===== config.mk =====
export PLATFORM = sky130hd
export DESIGN_NAME = mmio_timer_bank
export DESIGN_NICKNAME = d
export VERILOG_FILES = /design/src/rtl/timer_pkg.sv /design/src/rtl/timer_channel.sv /design/src/rtl/mmio_timer_bank.sv
export SDC_FILE = /design/constraint.sdc
export NUM_CORES = 1
export LEC_CHECK = 0
export CORE_MARGIN = 2
export CORE_UTILIZATION = 30
export DETAILED_ROUTE_END_ITERATION = 12
export GPL_ROUTABILITY_DRIVEN = 0
export PLACE_DENSITY = 0.56
export SKIP_CTS_REPAIR_TIMING = 1
export SLEW_MARGIN = 10
export SYNTH_ARGS = -nofsm -noshare
export SYNTH_HDL_FRONTEND = slang
export SYNTH_SLANG_ARGS = --single-unit

===== constraint.sdc =====
create_clock -name clk -period 3.95 [get_ports clk]
set_input_delay 1.185 -clock clk [delete_from_list [all_inputs] [get_ports clk]]
set_output_delay 1.185 -clock clk [all_outputs]
set_load 0.03 [all_outputs]

===== src/rtl/timer_pkg.sv =====
// Shared definitions for the MMIO timer bank: register map, CTRL fields, modes, channel states.
package timer_pkg;

    // Register offsets within a channel's 16-byte slot, as word index addr[3:2]
    localparam logic [1:0] REG_CTRL   = 2'd0;
    localparam logic [1:0] REG_PRESET = 2'd1;
    localparam logic [1:0] REG_COUNT  = 2'd2;
    localparam logic [1:0] REG_STATUS = 2'd3;

    // CTRL bit positions
    localparam int CTRL_EN      = 0;
    localparam int CTRL_MODE_LO = 1;
    localparam int CTRL_MODE_HI = 2;
    localparam int CTRL_IM      = 3;

    // MODE encodings; any value other than MODE_RELOAD behaves as one-shot
    localparam logic [1:0] MODE_ONESHOT = 2'b00;
    localparam logic [1:0] MODE_RELOAD  = 2'b01;

    typedef enum logic [1:0] {
        ST_IDLE,
        ST_LOAD,
        ST_CNT,
        ST_INT
    } ch_state_e;

    function automatic logic mode_is_reload(input logic [1:0] mode);
        return mode == MODE_RELOAD;
    endfunction

endpackage


===== src/rtl/timer_channel.sv =====
// One timer channel: CTRL/PRESET/COUNT/PEND registers, the channel FSM and the irq flop.
module timer_channel
    import timer_pkg::*;
#(
    parameter int CW = 32
) (
    input  logic          clk,
    input  logic          reset,
    input  logic          we_ctrl,
    input  logic          we_preset,
    input  logic          we_status,
    input  logic [31:0]   wdata,
    output logic [31:0]   ctrl_rd,
    output logic [CW-1:0] preset,
    output logic [CW-1:0] count,
    output logic          pend,
    output logic          irq
);

    ch_state_e     state_q, state_d;
    logic          en_q, en_d;
    logic [1:0]    mode_q, mode_d;
    logic          im_q, im_d;
    logic [CW-1:0] preset_q, preset_d;
    logic [CW-1:0] count_q, count_d;
    logic          pend_q, pend_d;
    logic          irq_q, irq_d;
    logic          en_go;
    logic          pend_set;
    logic          unused_wdata;

    // Upper write-data bits beyond the implemented fields are don't-care
    assign unused_wdata = ^wdata;

    // Next-state logic: FSM first, then bus writes so a CTRL write overrides INT's EN clear
    always_comb begin
        state_d  = state_q;
        en_d     = en_q;
        mode_d   = mode_q;
        im_d     = im_q;
        preset_d = preset_q;
        count_d  = count_q;
        pend_set = 1'b0;
        // A CTRL write this cycle takes effect immediately for start/stop decisions
        en_go    = we_ctrl ? wdata[CTRL_EN] : en_q;

        case (state_q)
            ST_IDLE: begin
                if (en_go) state_d = ST_LOAD;
            end
            ST_LOAD: begin
                count_d = preset_q;
                state_d = ST_CNT;
            end
            ST_CNT: begin
                if (!en_go) begin
                    state_d = ST_IDLE;
                end else if (count_q <= CW'(1)) begin
                    count_d  = '0;
                    pend_set = 1'b1;
                    state_d  = ST_INT;
                end else begin
                    count_d = count_q - CW'(1);
                end
            end
            ST_INT: begin
                if (mode_is_reload(mode_q)) begin
                    state_d = ST_LOAD;
                end else begin
                    en_d    = 1'b0;
                    state_d = ST_IDLE;
                end
            end
            default: state_d = ST_IDLE;
        endcase

        if (we_ctrl) begin
            en_d   = wdata[CTRL_EN];
            mode_d = wdata[CTRL_MODE_HI:CTRL_MODE_LO];
            im_d   = wdata[CTRL_IM];
        end
        if (we_preset) preset_d = wdata[CW-1:0];

        // Hardware set beats a simultaneous write-1-to-clear
        pend_d = pend_set | (pend_q & ~(we_status & wdata[0]));
        irq_d  = pend_q & im_q;
    end

    // Register update with synchronous reset taking priority over everything
    always_ff @(posedge clk) begin
        if (reset) begin
            state_q  <= ST_IDLE;
            en_q     <= 1'b0;
            mode_q   <= MODE_ONESHOT;
            im_q     <= 1'b0;
            preset_q <= '0;
            count_q  <= '0;
            pend_q   <= 1'b0;
            irq_q    <= 1'b0;
        end else begin
            state_q  <= state_d;
            en_q     <= en_d;
            mode_q   <= mode_d;
            im_q     <= im_d;
            preset_q <= preset_d;
            count_q  <= count_d;
            pend_q   <= pend_d;
            irq_q    <= irq_d;
        end
    end

    assign ctrl_rd = {28'b0, im_q, mode_q, en_q};
    assign preset  = preset_q;
    assign count   = count_q;
    assign pend    = pend_q;
    assign irq     = irq_q;

endmodule


===== src/rtl/mmio_timer_bank.sv =====
// Multi-channel programmable timer bank: address decode, channel array, read mux, irq OR.
module mmio_timer_bank
    import timer_pkg::*;
#(
    parameter int N_CH   = 2,
    parameter int CW     = 32,
    parameter int ADDR_W = 7
) (
    input  logic              clk,
    input  logic              reset,
    input  logic [ADDR_W-1:0] addr,
    input  logic              we,
    input  logic [31:0]       wdata,
    output logic [31:0]       rdata,
    output logic [N_CH-1:0]   irq,
    output logic              irq_any
);

    localparam int CH_W = ADDR_W - 4;

    logic [CH_W-1:0] ch_sel;
    logic [1:0]      reg_sel;
    logic [31:0]     ctrl_rd   [N_CH];
    logic [CW-1:0]   preset_rd [N_CH];
    logic [CW-1:0]   count_rd  [N_CH];
    logic [N_CH-1:0] pend_rd;
    logic            unused_addr;

    assign ch_sel      = addr[ADDR_W-1:4];
    assign reg_sel     = addr[3:2];
    assign unused_addr = ^addr[1:0];

    for (genvar i = 0; i < N_CH; i++) begin : g_ch
        logic hit;
        assign hit = we && (ch_sel == CH_W'(i));

        timer_channel #(.CW(CW)) u_ch (
            .clk       (clk),
            .reset     (reset),
            .we_ctrl   (hit && reg_sel == REG_CTRL),
            .we_preset (hit && reg_sel == REG_PRESET),
            .we_status (hit && reg_sel == REG_STATUS),
            .wdata     (wdata),
            .ctrl_rd   (ctrl_rd[i]),
            .preset    (preset_rd[i]),
            .count     (count_rd[i]),
            .pend      (pend_rd[i]),
            .irq       (irq[i])
        );
    end

    // Read mux; unpopulated channel slots read as zero
    always_comb begin
        rdata = '0;
        for (int i = 0; i < N_CH; i++) begin
            if (ch_sel == CH_W'(i)) begin
                case (reg_sel)
                    REG_CTRL:   rdata = ctrl_rd[i];
                    REG_PRESET: rdata = 32'(preset_rd[i]);
                    REG_COUNT:  rdata = 32'(count_rd[i]);
                    REG_STATUS: rdata = 32'(pend_rd[i]);
                    default:    rdata = '0;
                endcase
            end
        end
    end

    assign irq_any = |irq;

endmodule


==> results of run 1 <==
-- final cells by class --
class / count / area share
inverters: 21 / 0.00738
multi-input cells: 852 / 0.481
clock inverters: 13 / 0.0166
flip-flops and latches: 144 / 0.270
well taps: 341 / 0.0400
clock buffers: 19 / 0.0415
repair buffers: 143 / 0.143
-- routing by layer --
| metal | vias up | share of wire |
|---|---|---|
| met1 | 4193 | 0.44 |
| li1 | 4219 | - |
| met3 | 49 | 0.056 |
| met5 | - | 0 |
| met2 | 327 | 0.48 |
| met4 | 0 | 0.027 |
-- synth_stat cells (21+ instances only) --
| master | instances | area (um2) |
|---|---|---|
| a21oi_1 | 139 | 696 |
| a22oi_1 | 70 | 526 |
| clkbuf_1 | 81 | 304 |
| dfxtp_1 | 144 | 2880 |
| inv_1 | 21 | 78.8 |
| nand2_1 | 196 | 736 |
| nand3_1 | 24 | 120 |
| nor2_1 | 93 | 349 |
| nor3_1 | 34 | 170 |
| nor4_1 | 27 | 169 |
| o21ai_0 | 55 | 275 |
| o22ai_1 | 36 | 225 |
-- power by group through the flow --
stage                     sequential, uW  clock (uW)  combinational (uW)
after floorplan                     1500           0                 138
after global placement              1500           0                 262
after detailed placement            1500           0                 263
after CTS                           1470        1750                 265
after global routing                1470        1800                 319
final                               1470        1720                 300
-- through the flow --
stage | instance area (um2) | hold slack [ns] | TNS (ns)
after floorplan | 8260 | 0.422 | 0
after global placement | 9690 | 0.446 | -1.32
after detailed placement | 9690 | 0.445 | -1.74
after CTS | 10300 | 0.455 | -2.17
after global routing | 10700 | 0.472 | -0.00803
final | 10700 | 0.457 | 0
-- registers in the layout, indices dropped and copies added, names as in the netlist --
| register | count |
|---|---|
| g_ch.u_ch.count | 64 |
| g_ch.u_ch.en_q | 2 |
| g_ch.u_ch.im_q | 2 |
| g_ch.u_ch.irq | 2 |
| g_ch.u_ch.mode_q | 4 |
| g_ch.u_ch.pend | 2 |
| g_ch.u_ch.preset | 64 |
| g_ch.u_ch.state_q | 4 |
-- worst max path at each step --
stage | from | endpoint | slack [ns] | cells after the start
final | addr[5] | rdata[6] | 0.02 | 5
after global routing | addr[5] | rdata[13] | -0.006 | 5
after CTS | addr[2] | rdata[15] | -0.13 | 7
after detailed placement | addr[2] | rdata[15] | -0.11 | 7
after global placement | addr[3] | rdata[0] | -0.08 | 5
after floorplan | addr[3] | rdata[2] | 0.02 | 6
-- tightest hold or removal path: stages, from the launching register on --
cell and delay (ns):
dfxtp_1 0.33, nand2_1 0.06, nor2_1 0.03
-- logic make-up (layout without fill, tap and decap cells) --
group / count (synthesis) / count (layout) / synth area share
flip-flops: 144 / 144 / 0.356
multiplexers: 10 / 10 / 0.0156
XOR/XNOR: 2 / 2 / 0.00217
AO/OA/AOI/OAI: 385 / 385 / 0.301
adder cells (fa/ha/maj): 4 / 4 / 0.00619
buffers and inverters: 113 / 196 / 0.0546
AND/OR/NAND/NOR: 451 / 451 / 0.264
==> impl_metrics.tcl, run 1 <==
set metrics [dict create \
    start_util 0.303 \
    totalWireLength_um 31200 \
    place_hpwl_um 21600 \
    cts_tree "done" \
    peakVddDrop_mv 0.187 \
    layout.nets 1225 \
    ys_types 72 \
    synth-seq-area-share 0.356 \
    critPathMaxStageDelay_ns 0.46 \
    tightest_slew_ns 1.02 \
    synth.net_count 1155 \
    async_flop_share 0 \
    r2r_end "g_ch[1].u_ch.count[0]" \
    crit_chain "clkdlybuf4s50_1, or3_4, clkbuf_16, o22ai_2, buf_4" \
    p_switching_uw 881 \
    synth-edff-count 0 \
    p_sw_frac 0.252 \
    die_x_um 168 \
    vias 8788 \
    worstPathArrival_ns 2.75 \
    cp-start-kind "input pin" \
    critPathTopFamily "buffers and inverters" \
    io_pins 77 \
    htree_num_levels 4 \
    post-place-ws_ns -0.106 \
    rr_startpoint "g_ch[1].u_ch.count[16]" \
    drtIter0Drc 828 \
    reg2reg_slack_ns 0.90 \
    fin_ws_ns 0.0199 \
    numClockSinks 144 \
    required_ns 2.76 \
    syn_area_per_cell_um2 7.29 \
    n_fill_cell 2753 \
    synth_warnings 0 \
    power_density_nw_per_um2 327 \
    antenna-diode-count 0 \
    p_seq_frac 0.421 \
    endpoint_kind "output pin" \
    min_from "g_ch[0].u_ch.im_q" \
    min_period_ns 3.93 \
    wire_per_inst_um 20.4 \
    gr-total-overflow 0 \
    dieArea_um2 28300 \
    maxCapViolCount 0 \
    timing.clock.skew_ns 0.0113 \
    pwr-share-clk 0.493 \
    cp_max_fo 14 \
    antenna_found_initial 0 \
    p_int_uw 2610 \
    cts-root-buf "clkbuf_16" \
    mostFrequentLayoutCells "nand2_1 (196), dfxtp_1 (144), a21oi_1 (139)" \
    synth_cells 1109 \
    clk_latency_ns 0.43 \
    final_common_cell "nand2_1" \
    clkTransAtPathRegs_ns 0.06 \
    max_freq_mhz 254 \
    synth_ff_type "dfxtp_1" \
    cts_made_buffers 17 \
    grt.busiest_layer "met2" \
    post-place-cells 1492 \
    core_um2 26700 \
    status "finished, final reports clean" \
    viasPerCell 5.73 \
    port_buffers 74 \
    fin_crit_sh 0.995 \
    use_met2 0.343 \
    p_comb_frac 0.086 \
    clockBufferDepth 2 \
    hold_violations 0 \
    grt_max_degree 110 \
    met1_usage 0.289 \
    grt_usage 0.212 \
    multi_input_area_um2 5130 \
    synth_seq_cells 144 \
    relSlewSlack 0.322 \
    area.growth.synth_to_final_pct 32.0 \
    min_path_cells 2 \
    hold_path_end "g_ch[0].u_ch.irq" \
    die_y_um 168 \
    crit_type "in2out" \
    p_leak_uw 0.00362 \
    drive_gt1_frac 0.171 \
    rows 60 \
    firstDrtPassIters 5 \
    seqCellArea_um2 2880 \
    critPathBufInv 3 \
    reg2regPathDepth 7 \
    setup_viol 0 \
    gr-usage-met3 0.0343 \
    final_util 0.399 \
    cp_slowest_cell "clkdlybuf4s50_1" \
    netlist_area_um2 8090 \
    ant_nets 0 \
    power_uw 3490 \
    final_cell_count_no_fill 1533 \
    grt_pass1_vias 8012 \
    hold_class "reg2reg" \
    drc_errors 0 \
    grt_pass1_wl_um 47100 \
    slew_viol_final 0 \
]
No activity file was read; power rests on OpenSTA's default activity.
==> inputs of run 2 (changes only) <==
--- a/config.mk
+++ b/config.mk
@@ -11,7 +11,6 @@
 export GPL_ROUTABILITY_DRIVEN = 0
 export PLACE_DENSITY = 0.56
 export SKIP_CTS_REPAIR_TIMING = 1
-export SLEW_MARGIN = 10
 export SYNTH_ARGS = -nofsm -noshare
 export SYNTH_HDL_FRONTEND = slang
 export SYNTH_SLANG_ARGS = --single-unit
==> results of run 2 <==
No change in the layout: final DEF, timing and power equal those of run 1.
